$ cat src/rtl/dram_cmd_scheduler.sv
// Single-request DRAM command scheduler with per-bank open-row tracking and
// refresh handling. One request is in flight at a time; commands are issued
// from registers one cycle after the decision that produced them.
//
// state       | meaning
// ------------+-----------------------------------------------------------
// IDLE        | waiting; refresh wins over a pending request
// PRE         | precharge of the target bank is on the command bus
// WAIT_RP     | precharge recovery before ACT
// ACT         | activate of the target bank/row is on the command bus
// WAIT_RCD    | activate-to-access delay
// ACCESS      | read/write is on the command bus
// PREA        | precharge-all is on the command bus (refresh path)
// WAIT_RP_REF | precharge recovery before REF
// REF         | refresh is on the command bus
// WAIT_RFC    | refresh in progress; ack on the last cycle
module dram_cmd_scheduler #(
  parameter  int NUM_OF_BANKS = 8,
  parameter  int NUM_OF_ROWS  = 128,
  parameter  int NUM_OF_COLS  = 8,
  parameter  int T_RCD        = 2,
  parameter  int T_RP         = 2,
  parameter  int T_RFC        = 8,
  localparam int BW           = $clog2(NUM_OF_BANKS),
  localparam int RW           = $clog2(NUM_OF_ROWS),
  localparam int CW           = $clog2(NUM_OF_COLS)
) (
  input  logic          clk,
  input  logic          rst,
  input  logic          req_valid,
  output logic          req_ready,
  input  logic [BW-1:0] req_bank,
  input  logic [RW-1:0] req_row,
  input  logic [CW-1:0] req_col,
  input  logic          req_we,
  input  logic          refresh_req,
  output logic          refresh_ack,
  output logic          cmd_valid,
  output logic [1:0]    cmd,
  output logic          cmd_all,
  output logic [BW-1:0] cmd_bank,
  output logic [RW-1:0] cmd_row,
  output logic [CW-1:0] cmd_col,
  output logic          cmd_we,
  output logic          busy
);

  localparam int T_MAX = (T_RCD > T_RP) ? ((T_RCD > T_RFC) ? T_RCD : T_RFC)
                                        : ((T_RP > T_RFC) ? T_RP : T_RFC);
  localparam int CNTW  = $clog2(T_MAX + 1);

  // Wait states are entered one cycle after the command, so they last T-1 cycles.
  localparam logic [CNTW-1:0] RCD_LOAD = CNTW'((T_RCD > 1) ? T_RCD - 2 : 0);
  localparam logic [CNTW-1:0] RP_LOAD  = CNTW'((T_RP > 1) ? T_RP - 2 : 0);
  localparam logic [CNTW-1:0] RFC_LOAD = CNTW'(T_RFC - 1);

  localparam logic [1:0] CMD_ACT = 2'b00;
  localparam logic [1:0] CMD_RW  = 2'b01;
  localparam logic [1:0] CMD_PRE = 2'b10;
  localparam logic [1:0] CMD_REF = 2'b11;

  typedef enum logic [3:0] {
    S_IDLE, S_PRE, S_WAIT_RP, S_ACT, S_WAIT_RCD, S_ACCESS,
    S_PREA, S_WAIT_RP_REF, S_REF, S_WAIT_RFC
  } state_t;

  state_t            r_state, w_state_nxt;
  logic [CNTW-1:0]   r_cnt, w_cnt_nxt;
  logic              w_issue, w_all, w_accept, w_hit;
  logic [1:0]        w_code;
  logic [BW-1:0]     r_req_bank, w_bank;
  logic [RW-1:0]     r_req_row, w_row;
  logic [CW-1:0]     r_req_col, w_col;
  logic              r_req_we, w_we;
  logic [NUM_OF_BANKS-1:0] r_open;
  logic [RW-1:0]     r_open_row [NUM_OF_BANKS];
  logic              r_cmd_valid, r_cmd_all, r_cmd_we;
  logic [1:0]        r_cmd;
  logic [BW-1:0]     r_cmd_bank;
  logic [RW-1:0]     r_cmd_row;
  logic [CW-1:0]     r_cmd_col;

  // Command address comes straight from the request on the accept cycle.
  assign w_hit  = r_open[req_bank] && (r_open_row[req_bank] == req_row);
  assign w_bank = w_accept ? req_bank : r_req_bank;
  assign w_row  = w_accept ? req_row  : r_req_row;
  assign w_col  = w_accept ? req_col  : r_req_col;
  assign w_we   = w_accept ? req_we   : r_req_we;

  assign req_ready   = (r_state == S_IDLE) && !refresh_req && !rst;
  assign busy        = (r_state != S_IDLE) && !rst;
  assign refresh_ack = (r_state == S_WAIT_RFC) && (r_cnt == '0) && !rst;
  assign cmd_valid   = r_cmd_valid && !rst;
  assign cmd         = rst ? '0 : r_cmd;
  assign cmd_all     = r_cmd_all && !rst;
  assign cmd_bank    = rst ? '0 : r_cmd_bank;
  assign cmd_row     = rst ? '0 : r_cmd_row;
  assign cmd_col     = rst ? '0 : r_cmd_col;
  assign cmd_we      = r_cmd_we && !rst;

  // Next state, counter reload and the command to register for next cycle.
  always_comb begin
    w_state_nxt = r_state;
    w_cnt_nxt   = r_cnt;
    w_issue     = 1'b0;
    w_all       = 1'b0;
    w_accept    = 1'b0;
    w_code      = CMD_ACT;
    unique case (r_state)
      S_IDLE: begin
        if (refresh_req) begin
          w_issue = 1'b1;
          if (|r_open) begin
            w_state_nxt = S_PREA;
            w_code      = CMD_PRE;
            w_all       = 1'b1;
          end else begin
            w_state_nxt = S_REF;
            w_code      = CMD_REF;
          end
        end else if (req_valid) begin
          w_accept = 1'b1;
          w_issue  = 1'b1;
          if (w_hit) begin
            w_state_nxt = S_ACCESS;
            w_code      = CMD_RW;
          end else if (r_open[req_bank]) begin
            w_state_nxt = S_PRE;
            w_code      = CMD_PRE;
          end else begin
            w_state_nxt = S_ACT;
            w_code      = CMD_ACT;
          end
        end
      end
      S_PRE, S_WAIT_RP: begin
        if ((r_state == S_PRE && T_RP == 1) || (r_state == S_WAIT_RP && r_cnt == '0)) begin
          w_state_nxt = S_ACT;
          w_issue     = 1'b1;
          w_code      = CMD_ACT;
        end else if (r_state == S_PRE) begin
          w_state_nxt = S_WAIT_RP;
          w_cnt_nxt   = RP_LOAD;
        end else begin
          w_cnt_nxt = r_cnt - 1'b1;
        end
      end
      S_ACT, S_WAIT_RCD: begin
        if ((r_state == S_ACT && T_RCD == 1) || (r_state == S_WAIT_RCD && r_cnt == '0)) begin
          w_state_nxt = S_ACCESS;
          w_issue     = 1'b1;
          w_code      = CMD_RW;
        end else if (r_state == S_ACT) begin
          w_state_nxt = S_WAIT_RCD;
          w_cnt_nxt   = RCD_LOAD;
        end else begin
          w_cnt_nxt = r_cnt - 1'b1;
        end
      end
      S_ACCESS: w_state_nxt = S_IDLE;
      S_PREA, S_WAIT_RP_REF: begin
        if ((r_state == S_PREA && T_RP == 1) || (r_state == S_WAIT_RP_REF && r_cnt == '0)) begin
          w_state_nxt = S_REF;
          w_issue     = 1'b1;
          w_code      = CMD_REF;
        end else if (r_state == S_PREA) begin
          w_state_nxt = S_WAIT_RP_REF;
          w_cnt_nxt   = RP_LOAD;
        end else begin
          w_cnt_nxt = r_cnt - 1'b1;
        end
      end
      S_REF: begin
        w_state_nxt = S_WAIT_RFC;
        w_cnt_nxt   = RFC_LOAD;
      end
      S_WAIT_RFC: begin
        if (r_cnt == '0) w_state_nxt = S_IDLE;
        else             w_cnt_nxt   = r_cnt - 1'b1;
      end
      default: w_state_nxt = S_IDLE;
    endcase
  end

  // State, counter, request latch, open bits and registered command bus.
  always_ff @(posedge clk) begin
    if (rst) begin
      r_state     <= S_IDLE;
      r_cnt       <= '0;
      r_open      <= '0;
      r_req_bank  <= '0;
      r_req_row   <= '0;
      r_req_col   <= '0;
      r_req_we    <= 1'b0;
      r_cmd_valid <= 1'b0;
      r_cmd       <= '0;
      r_cmd_all   <= 1'b0;
      r_cmd_bank  <= '0;
      r_cmd_row   <= '0;
      r_cmd_col   <= '0;
      r_cmd_we    <= 1'b0;
    end else begin
      r_state <= w_state_nxt;
      r_cnt   <= w_cnt_nxt;
      if (w_accept) begin
        r_req_bank <= req_bank;
        r_req_row  <= req_row;
        r_req_col  <= req_col;
        r_req_we   <= req_we;
      end
      r_cmd_valid <= w_issue;
      r_cmd       <= w_issue ? w_code : '0;
      r_cmd_all   <= w_issue && w_all;
      r_cmd_bank  <= (w_issue && w_code != CMD_REF && !w_all) ? w_bank : '0;
      r_cmd_row   <= (w_issue && (w_code == CMD_ACT || w_code == CMD_RW)) ? w_row : '0;
      r_cmd_col   <= (w_issue && (w_code == CMD_ACT || w_code == CMD_RW)) ? w_col : '0;
      r_cmd_we    <= w_issue && (w_code == CMD_ACT || w_code == CMD_RW) && w_we;
      if (w_issue && w_code == CMD_ACT) r_open[w_bank] <= 1'b1;
      if (w_issue && w_code == CMD_PRE) begin
        if (w_all) r_open <= '0;
        else       r_open[w_bank] <= 1'b0;
      end
    end
  end

  // Row register per bank; only meaningful while the bank's open bit is set.
  always_ff @(posedge clk) begin
    if (w_issue && w_code == CMD_ACT) r_open_row[w_bank] <= w_row;
  end

endmodule
$ cat config.mk
export PLATFORM = sky130hd
export DESIGN_NAME = dram_cmd_scheduler
export DESIGN_NICKNAME = d
export VERILOG_FILES = /design/src/rtl/dram_cmd_scheduler.sv
export SDC_FILE = /design/constraint.sdc
export NUM_CORES = 1
export LEC_CHECK = 0
export CORE_ASPECT_RATIO = 1.4
export CORE_MARGIN = 1.5
export CORE_UTILIZATION = 52
export CTS_CLUSTER_SIZE = 16
export DETAILED_ROUTE_END_ITERATION = 6
export PLACE_DENSITY_LB_ADDON = 0.12
export SYNTH_ARGS = -nofsm -noshare
export SYNTH_HDL_FRONTEND = slang
export SYNTH_SLANG_ARGS = --single-unit
$ cat constraint.sdc
create_clock -name clk -period 3.47 [get_ports clk]
set_input_delay 0.694 -clock clk [delete_from_list [all_inputs] [get_ports clk]]
set_output_delay 0.694 -clock clk [all_outputs]
set_load 0.02 [all_outputs]
-- Yosys cells after proc, flatten, opt, wreduce, memory -nomap -nowiden
Memory sizes are Yosys's and may differ from the RTL's.
Index checks and enable logic that the tools add are counted.
- input bits: 18
- memories kept: 1
- bits in read-only memories: 0
- latch bits: 0
- memory bits (writable): 56
- logic and storage cells: 142
- flip-flop bits (word level): 48
- memories (memory ; depth ; width ; rd ports ; clocked after Yosys merged registers in ; write ports ; line ; text):
    r_open_row ; 8 ; 7 ; 1 ; 0 ; 1 ; 76 ; logic [RW-1:0] r_open_row [NUM_OF_BANKS];
- bitwise operators: 6
- eq/ne operators: 21
- add/subtract/negate cells: 1
- $lt $le $gt $ge: 3
- shifts and indexed selects: 0
- reduce and logical (&&, ||, !) cells: 38
- divide/modulo/power cells: 0
- $mul: 0
- multiplexer cells: 58
- operator list (operator ; number):
    $mux 4 ; 17
    $mux 8 ; 4
    $pmux 4 s6 ; 1
    $logic_and 1x1->1 ; 20
    $pmux 4 s5 ; 1
    $mux 1 ; 17
    $mux 3 ; 5
    $mux 2 ; 7
    $mux 7 ; 2
    $eq 4x3->1 const B ; 3
    $ne 3x3->1 const B ; 4
    $reduce_or 2->1 ; 6
    $ne 2x2->1 const B ; 5
    $reduce_and 5->1 ; 2
    $and 8x8->8 ; 1
    $eq 4x2->1 const B ; 2
    $eq 4x4->1 const B ; 2
    $logic_not 4->1 ; 2
    $lt 3x4->1 const B ; 2
    $not 8->8 ; 1
    $or 8x8->8 ; 1
    $reduce_or 8->1 ; 1
    $eq 7x7->1 ; 1
    $pmux 2 s3 ; 1
    other kinds (15) ; 19

-- Logic depth before layout (Yosys ltp)
Gate-level depths: netlist of run 1.
- depth after elaboration: 14
- depth in mapped cells: 10
- mapped depth without buffers: 9

-- Worst setup path before layout of run 1
No wires, ideal clock.
- path type: in2reg
- start point: in req_bank[0]
- end point: mem r_open_row[0][0] (netlist bit) (enable)
- buffers on the path: 2
- slack: 0.164 ns
- cell stages on the path: 9
- data required time: 3.090 ns
- arrival: 2.926 ns
- cells stage by stage: buf_4 -> buf_6 -> mux2i_1 -> mux4_2 -> xor2_1 -> nand4_1 -> o22ai_2 -> nand4_2 -> nor3_1
- cells in the longest elaborated chain, start to end: 11
- RTL lines (element ; line ; text):
    from (decl) ; 32 ; input logic [BW-1:0] req_bank,
    $mem_v2 8x7 or $bmux 1 s3 (tied branches) ; n/a ;
    $eq 7x7->1 or $mux 1 (tied branches) ; 84, 127 ;
    $logic_and 1x1->1 or $mux 2 (tied branches) ; 84, 127 ;
    $mux 2 ; 124 ; if (w_hit) begin
    $mux 2 ; 121 ; end else if (req_valid) begin
    $mux 2 ; 111 ; if (refresh_req) begin
    $pmux 2 s3 ; 109 ; unique case (r_state)
    $logic_not 2->1 ; 228 ; if (w_issue && w_code == CMD_ACT) r_open_row[w_bank] <= w_row;
    $logic_and 1x1->1 ; 228 ;
    $mux 1 ; 228 ;
    $mux 1 (not written as such) ; 228 ;
    to (decl) ; 76 ;
Several ways; a longest one is shown, not always the timed one. The select of a mux whose other input is x is not followed.

-- Worst setup path in the final report of run 1
- start point: in req_bank[1]
- end point: mem r_open_row[0][4] (netlist bit) (enable)
Same word-level chain as after synthesis.

==> metrics, run 1 <==
core area 8658 um2; RR Endpoint r_open_row[2][0]; period utilization 0.9358; final worst setup slack 0.2227 ns; total track usage 0.2645; share of power burned in the clock network 0.248; Area Growth Syn to Fin 20.85%; die height 115.5 um; DRC viols 0; synthesized area 4700 um2; fin crit period 3.247 ns; hpwl dp 8687 um; worst vdd ir 0.0004443 V; fmax 307.9 MHz; placed cell count 547; R2R Path Start r_state[2]; Setup crit end kind register; CTS clk-pin slew, worst paths 0.07 ns; CTS sink cnt 104; status complete, no violations; total wire length 11880 um; Critical Path Source Type input pin; DP Worst Slack -0.3172 ns; number of synthesized flops with an enable pin 56; largest area contributor in the netlist edfxtp_1; Die ar. 9625 um2; H-tree Lvls 3; Hold Path Class register to register; Layout Cells excl Fill 563; CP arrival 3.30 ns; Hold Vio Cnt, Final 0; setup TNS 0 ns; Avg WL per Cell 21.10 um; Final Max Tran Viols 0; power per cell area 686.7 nW/um2; CTS tree done; share of cells above drive strength 1 0.1528; asr flop ratio synth 0; cts hold-fix bufs 0; syn_area_per_cell 11.84 um2; later-pin clock latency in the skew report 0.34 ns; R2R setup slack 0.60 ns; Slew HR 0.5458; design internal power 2506 uW; I/O pin count 39; Worst Path Max Fanout 9; antenna violations before repair 0; RD Place Congestion 0.9439; vias per cell 5.970; number of max-cap violations 0; effective utilization at floorplan 0.5428; register area share after synthesis 0.5623; Synth area leaders edfxtp_1 36%, dfxtp_1 20%, mux2i_1 6.8%; top post-synthesis cells by count 56 x edfxtp_1, 48 x dfxtp_1, 40 x nor2_1; DR iter-0 viols 330; Synth top area share 0.3578; total CTS buffers 9; Synth Register Bits 104; largest net degree at the start of global routing 26; clock tree root driver cell clkbuf_16; fin nets 472; Die W 83.35 um; unrepaired setup endpoints after global routing no; Routed Antenna Nets 0; detailed-route via count 3361; Sw Pwr 1394 uW; Syn Nets 416; Hold EP r_req_col[1]; post-synthesis cell count 397; site row count 40; first-pass GRT wire length 18960 um; transition time of the tightest slew-check pin 0.6798 ns; critical path class input pin to register; count leader, synth edfxtp_1; Final Util 0.6559; vias in the first global route 3465; # port buffers 38; TritonRoute pass-1 iters 5; combinational share of power 0.348; Max clock buf depth 2; Switching Fraction 0.3574; ANT cells 0; Req. time, crit path 3.53 ns; hold_sp r_req_col[1]; hold depth 2; sequential share of power 0.403; Final setup viols 0; leakage 0.002155 uW; Worst Reg2Reg Path Length in Cells 7; Clock Skew 0.006255 ns; Primary FF master, synth edfxtp_1; Ys Warns 0; Netlist cell types 52; GRT overflow 0
## critical path, cell delays in order
cell	delay (ns)
clkdlybuf4s50_1	0.50
buf_12	0.15
mux4_2	0.49
mux2i_1	0.18
xor2_1	0.25
nand4_1	0.17
o22ai_2	0.22
nand4_4	0.22
nor3_1	0.23
buf_4	0.19
## per-layer routing
metal | GRT usage | wire, um | vias up
li1 | - | - | 1588
met1 | 0.2837 | 4333 | 1601
met2 | 0.5051 | 6533 | 136
met3 | 0.04915 | 549 | 36
met4 | 0.1200 | 461 | 0
met5 | 0 | 0 | -
## logic make-up after synthesis
kind of cell / share of synthesized area
xor+xnor: 0.01677
fa+ha+maj: 0.002662
buf+inv: 0.03674
simple gates: 0.1510
mux: 0.1408
flops: 0.5623
compound gates: 0.08973
## repair_timing
| item | CTS | global route |
|---|---|---|
| endpoints found under the hold margin | 0 | 0 |
| resized for setup | 0 | 2 |
| endpoints found under the setup margin | 0 | 18 |
| setup buffers | 0 | 0 |
## registers in the layout, summed over array words and instances, names as in the netlist, 2 cells and up
name        cells
r_cmd           2
r_cmd_bank      3
r_cmd_col       3
r_cmd_row       7
r_cnt           4
r_open          8
r_open_row     56
r_req_bank      3
r_req_col       3
r_req_row       7
r_state         4
## layout by cell type (no fill, tap or decap), types with 10 or more instances in the layout
cell type and instances:
nor2b_1 26, a21oi_1 16, clkdlybuf4s50_1 37, o21ai_0 17, inv_1 11, mux4_2 13
mux2i_1 32, dfxtp_1 48, a31oi_1 10, edfxtp_1 56, nor2_1 40, nor3_1 18
buf_4 29
## stage by stage
stage               hold WS [ns]  total power, uW  area (um2)
global route              0.5388             4112        5679
CTS                       0.5013             3891        5665
finish                    0.5004             3900        5679
detailed placement        0.4819             2925        5373
floorplan                 0.4594             2470        4700
global placement          0.4725             2898        5373
## layout make-up
| cell class | instances | area [um2] |
|---|---|---|
| Inverter | 11 | 41.29 |
| Fill cell | 689 | 2979 |
| Multi-Input combinational cell | 256 | 1898 |
| Clock buffer | 9 | 225.2 |
| Timing Repair Buffer | 71 | 673.1 |
| Sequential cell | 104 | 2643 |
| Tap cell | 105 | 131.4 |
| Clock inverter | 7 | 67.56 |
## worst max-delay path by stage
stage	from	endpoint	cells after the start
6_report	req_bank[1]	r_open_row[0][4]	10
5_1_grt	req_bank[1]	r_open_row[7][6]	10
4_1_cts	req_bank[1]	r_open_row[2][0]	10
3_5_place_dp	req_bank[1]	r_open_row[2][6]	10
3_3_place_gp	req_bank[1]	r_open_row[2][6]	10
2_1_floorplan	req_bank[0]	r_open_row[0][0]	9
## power groups by stage
stage | Clock, uW | Sequential, uW | Combinational (uW)
after floorplan | 0 | 1550 | 917
after global placement | 0 | 1600 | 1300
after detailed placement | 0 | 1600 | 1330
after CTS | 986 | 1570 | 1330
after global routing | 1040 | 1580 | 1490
final | 968 | 1570 | 1360
No activity file was read; power rests on OpenSTA's default activity.
==> run 2: changes to the inputs <==
--- a/config.mk
+++ b/config.mk
@@ -10,7 +10,8 @@
 export CORE_UTILIZATION = 52
 export CTS_CLUSTER_SIZE = 16
 export DETAILED_ROUTE_END_ITERATION = 6
-export PLACE_DENSITY_LB_ADDON = 0.12
+export PLACE_DENSITY = 0.76
+export SKIP_LAST_GASP = 1
 export SYNTH_ARGS = -nofsm -noshare
 export SYNTH_HDL_FRONTEND = slang
 export SYNTH_SLANG_ARGS = --single-unit
==> run 2 against run 1 <==
Cell area up 0.42%. Routed wire length is 9.0% lower. Clock skew about the same. Final cell count up 0.53%. Combinational power about the same. Die area stayed put. Critical path depth fell by 1. Worst setup slack got worse by 0.044 ns. Global-route usage is 2.7 points lower. Flip-flop and latch count is the same. Largest power group unchanged. Highest routed layer unchanged.
==> metrics, run 2 (synthesized netlist as in run 1, its figures left out) <==
H-tree Lvls 3; GRT overflow 0; Area Growth Syn to Fin 21.35%; Die ar. 9625 um2; Slew HR 0.5126; fmax 303.9 MHz; cts hold-fix bufs 0; top flop regs r_open_row (56), r_open (8); Critical Path Source Type input pin; worst vdd ir 0.0004836 V; antenna violations before repair 0; Hold Slack 0.4977 ns; vias in the first global route 3237; Final Util 0.6587; Die W 83.35 um; vias per cell 5.936; transition time of the tightest slew-check pin 0.7296 ns; Design Power 3886 uW; effective utilization at floorplan 0.5428; number of max-cap violations 0; Req. time, crit path 3.53 ns; later-pin clock latency in the skew report 0.34 ns; site row count 40; # port buffers 38; R2R setup slack 0.61 ns; Hold Vio Cnt, Final 0; Worst Reg2Reg Path Length in Cells 8; Final setup viols 0; met3 usage 0.03419; unrepaired setup endpoints after global routing yes; max FFs per register 56; fin nets 476; Setup Fix Bufs, Post-CTS 0; setup TNS 0 ns; crit path from req_bank[1]; Biggest register r_open_row; slowest library cell on the worst path mux4_1; hpwl dp 7909 um; CTS resizes 0; CP peak stage delay 0.58 ns; detailed-route via count 3360; Worst Path Max Fanout 9; Final Max Tran Viols 0; leakage 0.002188 uW; commonest non-fill, non-tap cell in the layout edfxtp_1; CP arrival 3.35 ns; RR Endpoint r_open_row[0][1]; GRT busiest layer met2; most frequent cells in the layout 56 x edfxtp_1, 48 x dfxtp_1, 40 x nor2_1; I/O pin count 39; Avg WL per Cell 19.10 um; TritonRoute pass-1 iters 5; power per cell area 681.4 nW/um2; Max clock buf depth 2; critical path class input pin to register; status complete, no violations; clock tree root driver cell clkbuf_16; CTS clk-pin slew, worst paths 0.07 ns; share of cells above drive strength 1 0.1562; Routed Antenna Nets 0; core area 8658 um2; Global Route met2 Usage 0.4271; Setup crit end kind register; CTS tree done; GRT met1 Usage 0.2761; first-pass GRT wire length 17110 um; Clock Skew 0.006502 ns; CP cell instances clkdlybuf4s50_1, buf_12, mux4_1, mux2_2, and3_1, o22ai_2, nand4_2, nor3_2, buf_4; ANT cells 0; Hold Path Class register to register; DRC viols 0; largest net degree at the start of global routing 22; total CTS buffers 9; Critical Path Sink r_open_row[0][1]; fin crit period 3.291 ns; R2R Path Start r_cnt[0]; CTS sink cnt 104; period utilization 0.9484; total wire length 10810 um; DR iter-0 viols 412; total track usage 0.2373; RD Place Congestion 0.9487; die height 115.5 um
[run 2: worst min path at each step]
stage | startpoint | to | slack (ns) | cells past startpoint
final | r_req_col[2] | r_req_col[2] | 0.50 | 2
after global routing | r_req_col[1] | r_req_col[1] | 0.53 | 2
after CTS | r_req_col[1] | r_req_col[1] | 0.51 | 2
after detailed placement | r_req_col[1] | r_req_col[1] | 0.49 | 2
after global placement | r_req_col[2] | r_req_col[2] | 0.47 | 2
after floorplan | r_req_col[0] | r_req_col[0] | 0.46 | 2
[run 2: per-stage QoR]
stage | worst slack (ns) | instance area, um2 | instances
final | 0.1790 | 5703 | 566
after CTS | 0.1158 | 5698 | 566
after detailed placement | -0.1883 | 5403 | 551
after global routing | -0.01134 | 5703 | 566
after floorplan | 0.1643 | 4700 | 397
after global placement | -0.1235 | 5403 | 551
[run 2: report_power, final]
part	switching [uW]	internal [uW]	total, uW
Sequential	78.7	1480	1550
Combinational	806	525	1330
Clock	435	566	1000
[run 2: routing by layer]
metal / vias up / wire (um) / part of all wire
met3: 31 / 517 / 0.048
met2: 129 / 5653 / 0.52
met1: 1610 / 4265 / 0.39
met4: 0 / 371 / 0.034
li1: 1590 / - / -
met5: - / 0 / 0
[run 2: critical path, delay by kind of cell]
family	cells	cell delay (ns)
simple gates	3	0.73
compound gates	1	0.19
buf+inv	3	0.85
mux	2	0.88
[run 2: layout make-up]
class	instances	area [um2]
Inverter	11	41.29
Clock buffer	11	254.0
Fill cell	640	2955
Clock inverter	4	41.29
Tap cell	105	131.4
Timing Repair Buffer	75	703.2
Sequential cell	104	2643
Multi-Input combinational cell	256	1889
==> run 3: changes to the inputs <==
--- a/config.mk
+++ b/config.mk
@@ -11,7 +11,6 @@
 export CTS_CLUSTER_SIZE = 16
 export DETAILED_ROUTE_END_ITERATION = 6
 export PLACE_DENSITY = 0.76
-export SKIP_LAST_GASP = 1
 export SYNTH_ARGS = -nofsm -noshare
 export SYNTH_HDL_FRONTEND = slang
 export SYNTH_SLANG_ARGS = --single-unit
==> run 3 against run 2 <==
Combinational power about the same. Routed wire length decreased by 0.55%. Critical path type unchanged. Critical path depth unchanged. Global-route usage unchanged. Maximum frequency increased by 2.1%. Power about the same. Sequential power about the same. Clock power about the same. Non-clock buffer count unchanged. Via count decreased by 2.0%.
==> metrics, run 3 (synthesized netlist as in run 1, its figures left out) <==
status complete, no violations; share of cells above drive strength 1 0.1562; CP cell instances clkdlybuf4s50_1, buf_12, mux4_1, mux2_2, and3_1, o22ai_2, nand4_4, nor3_2, buf_4; Final Instance Area 5712 um2; unrepaired setup endpoints after global routing no; fin crit period 3.222 ns; DRC viols 0; first-pass GRT wire length 17110 um; H-tree Lvls 3; Global Route met2 Usage 0.4271; Final Max Tran Viols 0; hold depth 2; site row count 40; hpwl dp 7909 um; met3 usage 0.03419; hold_sp r_req_col[2]; I/O pin count 39; design internal power 2571 uW; period utilization 0.9286; Clock Skew 0.005356 ns; CTS sink cnt 104; Avg WL per Cell 18.99 um; core area 8658 um2; Worst Path Max Fanout 9; fmax 310.3 MHz; CTS tree done; GRT met1 Usage 0.2761; total CTS buffers 9; Die ar. 9625 um2; Hold EP r_req_col[2]; die height 115.5 um; critical path class input pin to register; Worst Reg2Reg Path Length in Cells 8; Max clock buf depth 2; combinational share of power 0.344; later-pin clock latency in the skew report 0.34 ns; Area Growth Syn to Fin 21.54%; Hold Path Class register to register; largest net degree at the start of global routing 22; power per cell area 680.8 nW/um2; total wire length 10750 um; GRT busiest layer met2; Critical Path Source Type input pin; DR iter-0 viols 354; CTS resizes 0; GRT overflow 0; vias per cell 5.818; placed cell count 551; Setup crit end kind register; clock tree root driver cell clkbuf_16; Biggest register r_open_row; ANT cells 0; antenna violations before repair 0; DP Worst Slack -0.1883 ns; R2R Path Start r_cnt[0]; Final setup viols 0; Setup Fix Bufs, Post-CTS 0; effective utilization at floorplan 0.5428; number of max-cap violations 0; TritonRoute pass-1 iters 5; leakage 0.002190 uW; final worst setup slack 0.2477 ns; R2R setup slack 0.71 ns; Req. time, crit path 3.52 ns; # port buffers 38; transition time of the tightest slew-check pin 0.7244 ns; detailed-route via count 3293; most frequent cells in the layout 56 x edfxtp_1, 48 x dfxtp_1, 40 x nor2_1; RD Place Congestion 0.9487; Hold Vio Cnt, Final 0; top flop regs r_open_row (56), r_open (8); commonest non-fill, non-tap cell in the layout edfxtp_1; DP Area 5403 um2; CP peak stage delay 0.57 ns; Switching Fraction 0.3389; worst vdd ir 0.0004824 V; share of power burned in the clock network 0.257; cts hold-fix bufs 0; Design Power 3889 uW; slowest library cell on the worst path mux4_1; CTS clk-pin slew, worst paths 0.07 ns; RR Endpoint r_open_row[0][1]; Layout Cells excl Fill 566; fin nets 476; total track usage 0.2373; Routed Antenna Nets 0; CP arrival 3.28 ns; max FFs per register 56; Slew HR 0.5161; vias in the first global route 3237; Die W 83.35 um; sequential share of power 0.399; Sw Pwr 1318 uW
run 3: cell counts in the layout (fill, tap and decap cells not counted):
No cell type changed its count.
run 3: metrics by stage:
step,utilization,hold slack [ns],TNS [ns]
2_1_floorplan,-,0.4594,0
3_3_place_gp,0.6240,0.4737,-5.877
3_5_place_dp,0.6240,0.4892,-8.205
4_1_cts,0.6581,0.5062,0
5_1_grt,0.6597,0.5281,0
6_report,0.6597,0.4977,0
run 3: worst max path at each step:
stage | endpoint | startpoint | cells after the start | slack, ns
2_1_floorplan | r_open_row[0][0] | req_bank[0] | 9 | 0.16
3_3_place_gp | r_open_row[6][0] | req_bank[0] | 11 | -0.12
3_5_place_dp | r_open_row[0][2] | req_bank[1] | 9 | -0.19
4_1_cts | r_open_row[0][5] | req_bank[1] | 9 | 0.12
5_1_grt | r_open_row[1][5] | req_bank[1] | 10 | 0.06
6_report | r_open_row[0][1] | req_bank[1] | 9 | 0.25
run 3: power by group through the flow:
stage	combinational (uW)	sequential [uW]	clock, uW
floorplan	917	1550	0
global placement	1290	1580	0
detailed placement	1310	1580	0
CTS	1320	1550	1010
global route	1470	1570	1060
finish	1340	1550	999
run 3: layout make-up:
type / instances / area (um2)
sequential: 104 / 2643
timing repair buffer: 75 / 703.2
tap: 105 / 131.4
clock buffer: 11 / 254.0
clock inverter: 4 / 41.29
fill: 638 / 2947
multi-input combinational: 256 / 1898
inverter: 11 / 41.29
run 3: routing by layer:
layer | share of wire | routed length [um]
met1 | 0.39 | 4210
met2 | 0.53 | 5730
met3 | 0.049 | 527
met4 | 0.026 | 280
met5 | 0 | 0
run 3: critical path, delay by kind of cell:
family,cells,cell delay (ns)
muxes,2,0.87
buffers and inverters,3,0.85
and+or+nand+nor,3,0.63
AOI/OAI and AO/OA,1,0.23
